$ cat src/rtl/pri_mem_pkg.sv
// Shared types and defaults for the priRV32 memory arbiter slice.
//   owner_e         : owner of the response due in the next cycle
//   ADDR_W_DEF      : default byte address width
//   DATA_W_DEF      : default data width (4 byte lanes)
//   STARVE_MAX_DEF  : default IFU denial limit before a forced fetch grant
//   STARVE_CNT_W    : width of the starvation counter (limit range 1..15)
package pri_mem_pkg;

  localparam int unsigned ADDR_W_DEF     = 32;
  localparam int unsigned DATA_W_DEF     = 32;
  localparam int unsigned STARVE_MAX_DEF = 4;
  localparam int unsigned STARVE_CNT_W   = 4;

  typedef enum logic [1:0] {
    IDLE = 2'd0,
    IF   = 2'd1,
    LS   = 2'd2
  } owner_e;

endpackage

$ cat src/rtl/pri_mem_arbiter_if.sv
// Bus bundle between IFU, LSU, the arbiter and the SRAM macro.
//   slave  : arbiter view (takes requests and mem_rdata, drives grants,
//            responses and the SRAM command)
//   master : requester/memory view (the mirror image)
interface pri_mem_arbiter_if #(
  parameter int unsigned ADDR_W = 32,
  parameter int unsigned DATA_W = 32
);

  logic              if_req;
  logic [ADDR_W-1:0] if_addr;
  logic              if_flush;
  logic              if_gnt;
  logic              if_rvalid;
  logic [DATA_W-1:0] if_rdata;

  logic              ls_req;
  logic              ls_we;
  logic [3:0]        ls_be;
  logic [ADDR_W-1:0] ls_addr;
  logic [DATA_W-1:0] ls_wdata;
  logic              ls_gnt;
  logic              ls_rvalid;
  logic [DATA_W-1:0] ls_rdata;

  logic              mem_en;
  logic [3:0]        mem_we;
  logic [ADDR_W-1:0] mem_addr;
  logic [DATA_W-1:0] mem_wdata;
  logic [DATA_W-1:0] mem_rdata;

  modport slave (
    input  if_req, if_addr, if_flush,
    output if_gnt, if_rvalid, if_rdata,
    input  ls_req, ls_we, ls_be, ls_addr, ls_wdata,
    output ls_gnt, ls_rvalid, ls_rdata,
    output mem_en, mem_we, mem_addr, mem_wdata,
    input  mem_rdata
  );

  modport master (
    output if_req, if_addr, if_flush,
    input  if_gnt, if_rvalid, if_rdata,
    output ls_req, ls_we, ls_be, ls_addr, ls_wdata,
    input  ls_gnt, ls_rvalid, ls_rdata,
    input  mem_en, mem_we, mem_addr, mem_wdata,
    output mem_rdata
  );

endinterface

$ cat src/rtl/pri_starve_ctr.sv
// Counts consecutive cycles in which the IFU requests but is not granted.
//   clk, rst_n : clock, asynchronous active-low reset
//   if_req     : IFU request
//   if_gnt     : IFU grant this cycle
//   starved    : limit reached while the IFU is still requesting
module pri_starve_ctr
  import pri_mem_pkg::*;
#(
  parameter int unsigned STARVE_MAX = STARVE_MAX_DEF
) (
  input  logic clk,
  input  logic rst_n,
  input  logic if_req,
  input  logic if_gnt,
  output logic starved
);

  localparam logic [STARVE_CNT_W-1:0] LIMIT = STARVE_CNT_W'(STARVE_MAX);

  logic [STARVE_CNT_W-1:0] cnt;

  always_ff @(posedge clk or negedge rst_n) begin
    if (!rst_n) begin
      cnt <= '0;
    end else if (!if_req || if_gnt) begin
      cnt <= '0;
    end else if (cnt != LIMIT) begin
      cnt <= cnt + 1'b1;
    end
  end

  assign starved = if_req && (cnt == LIMIT);

endmodule

$ cat src/rtl/pri_mem_arbiter.sv
// Single-port SRAM arbiter between the priRV32 IFU and LSU.
//   clk, rst_n : clock, asynchronous active-low reset
//   bus        : pri_mem_arbiter_if.slave carrying IFU request/response,
//                LSU request/response and the SRAM command/read data
// LSU has priority unless the IFU has been denied STARVE_MAX cycles in a
// row. Grants are combinational; the read response returns one cycle later
// and is steered by the registered owner.
module pri_mem_arbiter
  import pri_mem_pkg::*;
#(
  parameter int unsigned ADDR_W     = ADDR_W_DEF,
  parameter int unsigned DATA_W     = DATA_W_DEF,
  parameter int unsigned STARVE_MAX = STARVE_MAX_DEF
) (
  input logic                  clk,
  input logic                  rst_n,
  pri_mem_arbiter_if.slave     bus
);

  owner_e            resp_owner;
  logic              resp_store;
  logic              starved;
  logic              ls_win;
  logic              if_win;
  logic [ADDR_W-1:0] addr_mux;
  logic [DATA_W-1:0] wdata_mux;
  logic [3:0]        we_mux;

  pri_starve_ctr #(
    .STARVE_MAX (STARVE_MAX)
  ) u_starve (
    .clk     (clk),
    .rst_n   (rst_n),
    .if_req  (bus.if_req),
    .if_gnt  (if_win),
    .starved (starved)
  );

  // rst_n gates the grants so the SRAM command drops the instant reset asserts.
  always_comb begin
    ls_win    = rst_n && bus.ls_req && !starved;
    if_win    = rst_n && bus.if_req && !ls_win;
    addr_mux  = '0;
    wdata_mux = '0;
    we_mux    = '0;
    if (if_win) begin
      addr_mux = bus.if_addr;
    end else if (ls_win) begin
      addr_mux  = bus.ls_addr;
      wdata_mux = bus.ls_wdata;
      we_mux    = bus.ls_we ? bus.ls_be : 4'b0000;
    end
  end

  always_ff @(posedge clk or negedge rst_n) begin
    if (!rst_n) begin
      resp_owner <= IDLE;
      resp_store <= 1'b0;
    end else if (ls_win) begin
      resp_owner <= LS;
      resp_store <= bus.ls_we;
    end else if (if_win) begin
      resp_owner <= IF;
      resp_store <= 1'b0;
    end else begin
      resp_owner <= IDLE;
      resp_store <= 1'b0;
    end
  end

  logic if_rvalid_c;
  logic ls_rvalid_c;

  always_comb begin
    if_rvalid_c = (resp_owner == IF) && !bus.if_flush;
    ls_rvalid_c = (resp_owner == LS);
  end

  assign bus.if_gnt    = if_win;
  assign bus.ls_gnt    = ls_win;
  assign bus.mem_en    = if_win || ls_win;
  assign bus.mem_we    = we_mux;
  assign bus.mem_addr  = addr_mux;
  assign bus.mem_wdata = wdata_mux;

  assign bus.if_rvalid = if_rvalid_c;
  assign bus.if_rdata  = if_rvalid_c ? bus.mem_rdata : '0;
  assign bus.ls_rvalid = ls_rvalid_c;
  assign bus.ls_rdata  = (ls_rvalid_c && !resp_store) ? bus.mem_rdata : '0;

endmodule

$ cat src/flat_wrapper.sv
// flat-port wrapper written by rule: the top's interface ports become plain ports
module pri_mem_arbiter_flat import pri_mem_pkg::*;
#(
  parameter int unsigned ADDR_W     = ADDR_W_DEF,
  parameter int unsigned DATA_W     = DATA_W_DEF,
  parameter int unsigned STARVE_MAX = STARVE_MAX_DEF
)
  (clk, rst_n, bus_if_req, bus_if_addr, bus_if_flush, bus_if_gnt, bus_if_rvalid, bus_if_rdata, bus_ls_req, bus_ls_we, bus_ls_be, bus_ls_addr, bus_ls_wdata, bus_ls_gnt, bus_ls_rvalid, bus_ls_rdata, bus_mem_en, bus_mem_we, bus_mem_addr, bus_mem_wdata, bus_mem_rdata);
  pri_mem_arbiter_if #(.ADDR_W(ADDR_W), .DATA_W(DATA_W)) bus_i ();
  input logic clk;
  input logic rst_n;
  input wire logic [$bits(bus_i.if_req)-1:0] bus_if_req;
  input wire logic [$bits(bus_i.if_addr)-1:0] bus_if_addr;
  input wire logic [$bits(bus_i.if_flush)-1:0] bus_if_flush;
  output wire logic [$bits(bus_i.if_gnt)-1:0] bus_if_gnt;
  output wire logic [$bits(bus_i.if_rvalid)-1:0] bus_if_rvalid;
  output wire logic [$bits(bus_i.if_rdata)-1:0] bus_if_rdata;
  input wire logic [$bits(bus_i.ls_req)-1:0] bus_ls_req;
  input wire logic [$bits(bus_i.ls_we)-1:0] bus_ls_we;
  input wire logic [$bits(bus_i.ls_be)-1:0] bus_ls_be;
  input wire logic [$bits(bus_i.ls_addr)-1:0] bus_ls_addr;
  input wire logic [$bits(bus_i.ls_wdata)-1:0] bus_ls_wdata;
  output wire logic [$bits(bus_i.ls_gnt)-1:0] bus_ls_gnt;
  output wire logic [$bits(bus_i.ls_rvalid)-1:0] bus_ls_rvalid;
  output wire logic [$bits(bus_i.ls_rdata)-1:0] bus_ls_rdata;
  output wire logic [$bits(bus_i.mem_en)-1:0] bus_mem_en;
  output wire logic [$bits(bus_i.mem_we)-1:0] bus_mem_we;
  output wire logic [$bits(bus_i.mem_addr)-1:0] bus_mem_addr;
  output wire logic [$bits(bus_i.mem_wdata)-1:0] bus_mem_wdata;
  input wire logic [$bits(bus_i.mem_rdata)-1:0] bus_mem_rdata;
  assign bus_i.if_req = bus_if_req;
  assign bus_i.if_addr = bus_if_addr;
  assign bus_i.if_flush = bus_if_flush;
  assign bus_if_gnt = bus_i.if_gnt;
  assign bus_if_rvalid = bus_i.if_rvalid;
  assign bus_if_rdata = bus_i.if_rdata;
  assign bus_i.ls_req = bus_ls_req;
  assign bus_i.ls_we = bus_ls_we;
  assign bus_i.ls_be = bus_ls_be;
  assign bus_i.ls_addr = bus_ls_addr;
  assign bus_i.ls_wdata = bus_ls_wdata;
  assign bus_ls_gnt = bus_i.ls_gnt;
  assign bus_ls_rvalid = bus_i.ls_rvalid;
  assign bus_ls_rdata = bus_i.ls_rdata;
  assign bus_mem_en = bus_i.mem_en;
  assign bus_mem_we = bus_i.mem_we;
  assign bus_mem_addr = bus_i.mem_addr;
  assign bus_mem_wdata = bus_i.mem_wdata;
  assign bus_i.mem_rdata = bus_mem_rdata;
  pri_mem_arbiter #(.ADDR_W(ADDR_W), .DATA_W(DATA_W), .STARVE_MAX(STARVE_MAX)) u_core (.clk(clk), .rst_n(rst_n), .bus(bus_i));
endmodule
$ cat config.mk
export PLATFORM = sky130hd
export DESIGN_NAME = pri_mem_arbiter_flat
export DESIGN_NICKNAME = d
export VERILOG_FILES = /design/src/rtl/pri_mem_pkg.sv /design/src/rtl/pri_mem_arbiter_if.sv /design/src/rtl/pri_starve_ctr.sv /design/src/rtl/pri_mem_arbiter.sv /design/src/flat_wrapper.sv
export SDC_FILE = /design/constraint.sdc
export NUM_CORES = 1
export LEC_CHECK = 0
export CAP_MARGIN = 10
export CORE_AREA = 3 3 107 109
export DETAILED_ROUTE_END_ITERATION = 10
export DIE_AREA = 0 0 110 112
export PLACE_DENSITY_LB_ADDON = 0.25
export SLEW_MARGIN = 20
export SYNTH_ARGS = -nofsm -noshare
export SYNTH_HDL_FRONTEND = slang
export SYNTH_SLANG_ARGS = --single-unit
$ cat constraint.sdc
create_clock -name clk -period 2.08 [get_ports clk]
set_input_delay 0.312 -clock clk [delete_from_list [all_inputs] [get_ports clk]]
set_output_delay 0.312 -clock clk [all_outputs]
set_load 0.02 [all_outputs]
**Yosys cells after proc, flatten, opt, wreduce, memory -nomap -nowiden**

Index checks and enable logic that the tools add are counted.
Widths: inputs -> output; s select.

- Memory bits (writable): 0
- Output and inout port bits: 137
- Input bits: 138
- Latch bits: 0
- Logic and storage cells: 37
- Memories: 0
- Memory bits (read-only): 0
- Register bits: 7

- Divide/modulo/power cells: 0
- Magnitude comparators: 0
- Shifts and indexed selects: 0
- Equal/unequal tests: 4
- Multiplexer cells: 14
- $mul: 0
- Reductions and logical operators: 15
- Add/subtract/negate cells: 1
- Bitwise logic cells: 0

Operators with widths:

| cell | number |
|---|---|
| $mux 32 | 6 |
| $mux 4 | 5 |
| $logic_and 1x1->1 | 7 |
| $logic_not 1->1 | 5 |
| $add 4x1->4 const B | 1 |
| $eq 4x3->1 const B | 1 |
| $ne 4x3->1 const B | 1 |
| $eq 2x1->1 const B | 1 |
| $eq 2x2->1 const B | 1 |
| $logic_or 1x1->1 | 2 |
| $mux 1 | 2 |
| $mux 2 | 1 |
| $reduce_bool 2->1 | 1 |

**Longest topological paths before layout**

Gate-level depths: netlist of run 1.

- Word-level depth: 8
- Depth in mapped cells: 6
- Gate-level depth less buffers: 5

**By module**

From an unflattened synthesis of run 1, not the netlist that was laid out.

- Cell total of the unflattened synthesis: 259
- Area, all modules: 1,751.7 um^2

Modules (own cells, without submodules):

| module | seq. area each (um^2) | instances | cells an instance | area each (um^2) |
|---|---|---|---|---|
| pri_mem_arbiter | 75.1 | 1 | 234 | 1,490.2 |
| pri_starve_ctr | 100.1 | 1 | 25 | 261.5 |

**Worst setup path before layout of run 1**

No wires, ideal clock.

- Path type: flip-flop to output port
- From: reg u_core.u_starve.cnt[0]
- To: out bus_mem_wdata[15]
- Path buffers: 1
- Cell stages (with the launch flop): 7
- Data required time: 1,768 ps
- Slack: 236 ps
- Arrival: 1,532 ps
- Cell sequence: dfrtp_1 inv_1 ha_1 and3b_4 a21oi_2 buf_2 and2_1

- Longest elaborated chain between the ends: 7
- Elaborated cells between the ends (all ways): 8
- Those cells by class: eq/ne (1); mux (2); reduce/logical (5)

RTL lines:

| what | line | text |
|---|---|---|
| start: declaration | pri_starve_ctr.sv:20 | `logic [STARVE_CNT_W-1:0] cnt;` |
| start signal: assignment | pri_starve_ctr.sv:28 | `cnt <= cnt + 1'b1;` |
| $eq 4x3->1 * | pri_starve_ctr.sv:32 | `assign starved = if_req && (cnt == LIMIT);` |
| $logic_and 1x1->1 * | pri_starve_ctr.sv:32 |  |
| $logic_not 1->1 * | pri_mem_arbiter.sv:41 | `ls_win = rst_n && bus.ls_req && !starved;` |
| $logic_and 1x1->1 * | pri_mem_arbiter.sv:41 |  |
| via bus_ls_gnt | flat_wrapper.sv:23 | `output wire logic [$bits(bus_i.ls_gnt)-1:0] bus_ls_gnt;` |
| $logic_not 1->1 | pri_mem_arbiter.sv:42 | `if_win = rst_n && bus.if_req && !ls_win;` |
| $logic_and 1x1->1 | pri_mem_arbiter.sv:42 |  |
| $mux 32 * | pri_mem_arbiter.sv:46 | `if (if_win) begin` |
| end: declaration | flat_wrapper.sv:29 | `output wire logic [$bits(bus_i.mem_wdata)-1:0] bus_mem_wdata;` |

The timed path passes the listed nets; every way through them passes the cells marked *.

**Worst setup path in the final report of run 1**

- From: reg u_core.u_starve.cnt[1]
- To: out bus_mem_addr[23]

- Longest elaborated chain between the ends: 7
- Elaborated cells between the ends (all ways): 8
- Those cells by class: eq/ne (1); mux (2); reduce/logical (5)

RTL lines:

| what | line | text |
|---|---|---|
| $eq 4x3->1 * | pri_starve_ctr.sv:32 |  |
| $logic_and 1x1->1 * | pri_starve_ctr.sv:32 |  |
| $logic_not 1->1 * | pri_mem_arbiter.sv:41 |  |
| $logic_and 1x1->1 * | pri_mem_arbiter.sv:41 |  |
| $logic_not 1->1 | pri_mem_arbiter.sv:42 |  |
| $logic_and 1x1->1 | pri_mem_arbiter.sv:42 |  |
| $mux 32 * | pri_mem_arbiter.sv:46 |  |
| end: declaration | flat_wrapper.sv:28 | `output wire logic [$bits(bus_i.mem_addr)-1:0] bus_mem_addr;` |

Every way passes the cells marked *; elsewhere a longest branch is shown, timed or not.

==> impl_results.md, run 1 <==
- Status: complete, but fails checks
- Failing checks: negative setup slack
- Top Ports: 275
- Required time worst endpoint: 1.77 ns
- Vias in the first global route: 2,626
- HP Class: input pin to async pin
- Post-synthesis mux area share: 0%
- N_diodes: 0
- Min setup slack post-route: -0.1257 ns
- Max Fanout on Critical Path: 8
- # H-tree levels: 1
- R2R Setup Slk: 0.39 ns
- Post-CTS Hold Fix Bufs: 0
- Total track usage: 14.91%
- Number of DRC markers in iteration 0: 55
- Final worst path period share: 106.0%
- Synth unique cells: 29
- Final Hold Fails: 0
- Worst-Skew Late Latency: 0.23 ns
- CTS tree: built
- XOR/XNOR Fraction of Synth Area: 1.258%
- Largest net degree at the start of global routing: 34
- Number of max-cap violations: 0
- Adder-Cell Fraction of Synth Area: 1.797%
- Maximum buffer depth of the clock tree: 2
- Core Footprint: 0.01070 mm²
- Largest vdd supply drop: 0.1600 mV
- Placed standard-cell area: 0.004388 mm²
- Post-synthesis sequential element count: 7
- P_leak: 2.415 nW
- Initial antenna violation count: 0
- Die area: 0.01232 mm²
- Overflow left after global routing: 0
- Syn Nets: 327
- Mapped Cells: 187
- Max Transition Viols Final: 0
- Worst-path clk slew: 0.04 ns
- Final setup viols: 45
- First-pass GRT wire length: 14,090 µm
- Via density: 4.100
- Area Growth Syn to Fin: 247.0%
- Fmax: 453.4 MHz
- Starting Density: 13.02%
- Critical R2R Capture: u_core.resp_store
- Worst flop-to-flop path startpoint: u_core.u_starve.cnt[1]
- Worst Path Arrival: 1.89 ns
- Post-Syn Area: 0.001393 mm²
- Total iterations of the first detailed-routing run: 4
- CP Capture Type: primary output
- WL per Instance: 16.50 µm
- Worst slew margin relative to its limit: 81.88%
- Final nets: 622
- Die Y: 112 µm
- Slew at the pin closest to its max-slew limit: 0.2710 ns
- Layout cells sized above 1: 29.52%
- Post-synthesis sequential area ratio: 12.58%
- Nature of the critical path startpoint: register
- Die width: 110 µm
- Clock sinks: 7
- Hpwl dp: 7582 µm
- Clock Skew: 0.0006309 ns
- Post-Synth Simple-Gate Area: 51.84%
- Largest family of logic cells by synthesized area: simple AND/OR/NAND/NOR gates
- Core Rows: 38
- Synth Area in Compound Gates: 25.07%
- Total CTS buffers: 3
- GPL Wtd Cong: 0.8122
- Mean post-synth cell area: 7.447 µm²
- YS warnings: 0
- Tmin final: 2.206 ns
- DRT Wirelength: 10,250 µm
- R2r worst-path depth: 9
- Remaining DRCs: 0
- RSZ-0062 raised after global routing: true
- Power per cell area: 258.1 mW/mm²
- Layout Cell Area excl Fill: 0.004832 mm²
- Port bufs: 274
- DP Worst Slack: -0.3936 ns
- Setup CP Type: register to primary output
- Vias post-DR: 2,546
- Post-DRT Antenna Nets: 0
- Root buf cell: clkbuf_8
final cells by class:
type                       instances  area, µm²
tap                              140      175.2
timing repair buffer             307       3198
clock buffer                       4      45.04
inverter                           3      11.26
sequential                         7      175.2
multi-input combinational        160       1227
fill                            1120       5866
worst max-delay path: stages, from the launching register on:
cell and delay, ns:
dfrtp_1 0.35, inv_2 0.06, ha_4 0.15, and3b_4 0.21, o211a_4 0.33, buf_16 0.17, a22o_4 0.26, buf_6 0.13
cells by family after synthesis:
kind of cell,after synthesis
AND/OR/NAND/NOR,116
AO/OA/AOI/OAI,40
XOR/XNOR,2
adder cells (fa/ha/maj),2
buffers and inverters,20
flip-flops,7
flip-flops by register name (all words and copies together) (netlist names):
signal	flops
u_core.u_starve.cnt	4
u_core.resp_store	1
u_core.resp_owner	2
metal layers:
layer | part of all wire, % | global-route usage [%] | vias to the layer above
met5 | 0 | 0 | -
met4 | 1.1 | 3.242 | 0
met3 | 13 | 4.406 | 9
met2 | 55 | 30.78 | 171
met1 | 31 | 13.68 | 1133
li1 | - | - | 1233
how the worst max path moves through the flow:
stage | start | endpoint | slack [ns] | depth (start not counted)
finish | u_core.u_starve.cnt[1] | bus_mem_addr[23] | -0.13 | 7
global route | u_core.u_starve.cnt[0] | bus_mem_addr[23] | -0.19 | 7
CTS | u_core.u_starve.cnt[0] | bus_mem_addr[2] | -0.20 | 7
detailed placement | bus_ls_req | bus_mem_addr[23] | -0.39 | 6
global placement | bus_ls_req | bus_mem_addr[23] | -0.38 | 6
floorplan | u_core.u_starve.cnt[0] | bus_mem_wdata[15] | 0.24 | 6
per-stage QoR:
stage / hold slack (ns) / setup TNS [ns] / utilization, % / power, mW / cells
4_1_cts: 0.5084 / -6.472 / 42.53 / 1.197 / 619
3_3_place_gp: 0.6206 / -26.47 / 41.02 / 0.9505 / 599
2_1_floorplan: 0.01641 / 0 / - / 0.4327 / 187
6_report: 0.5112 / -3.548 / 45.17 / 1.247 / 621
5_1_grt: 0.5359 / -8.519 / 45.17 / 1.317 / 621
3_5_place_dp: 0.6347 / -27.77 / 41.02 / 0.9570 / 599
timing repair:
action,CTS,global route
endpoints found under the setup margin,135,69
pin swaps,21,33
buffers inserted,9,2
resized for setup,426,89
cloned,7,3
power breakdown:
group | total, mW | internal [mW] | switching (mW)
logic | 0.908 | 0.552 | 0.357
registers | 0.148 | 0.144 | 0.00367
clock network | 0.191 | 0.133 | 0.0587
layout by cell type (no fill, tap or decap), types with 2 or more instances in the layout:
cell,count
buf_8,2
clkdlybuf4s50_1,138
inv_2,2
buf_2,8
clkbuf_16,3
dfrtp_1,7
and2_1,73
buf_4,14
dlygate4sd2_1,66
buf_12,4
clkbuf_8,3
buf_16,6
buf_6,66
a22o_1,31
xor2_1,2
and2_4,24
nand2_1,3
and3_4,4
nand3_1,3
cells in the mapped netlist:
cell / count / area, µm²
clkbuf_1: 9 / 33.78
dfrtp_1: 7 / 175.2
and2_1: 97 / 606.8
a21oi_1: 1 / 5.000
o31ai_1: 1 / 7.510
o21a_1: 1 / 7.510
o211a_1: 1 / 10.01
nor2b_1: 1 / 6.260
and2b_1: 1 / 7.510
xor2_1: 2 / 17.52
inv_1: 3 / 11.26
or3_1: 1 / 6.260
nand4_1: 1 / 6.260
o211a_4: 1 / 17.52
a21oi_2: 1 / 8.760
and3_1: 4 / 25.02
a21boi_0: 1 / 7.510
o21ai_0: 1 / 5.000
nand2b_1: 1 / 6.260
nand3_1: 3 / 15.01
buf_2: 5 / 25.02
nand2_1: 3 / 11.26
nand3b_1: 1 / 7.510
buf_6: 3 / 33.78
and3b_4: 1 / 12.51
nor2_1: 1 / 3.750
ha_1: 2 / 25.02
nor3b_1: 1 / 7.510
a22o_1: 32 / 280.3
Power figures use the tool's default switching activity.
==> run 2, diff against run 1 <==
--- a/config.mk
+++ b/config.mk
@@ -14,3 +14,4 @@
 export SYNTH_ARGS = -nofsm -noshare
 export SYNTH_HDL_FRONTEND = slang
 export SYNTH_SLANG_ARGS = --single-unit
+export TNS_END_PERCENT = 100
==> results of run 2 <==
The final DEF is identical to that of run 1; final timing and power are the same.
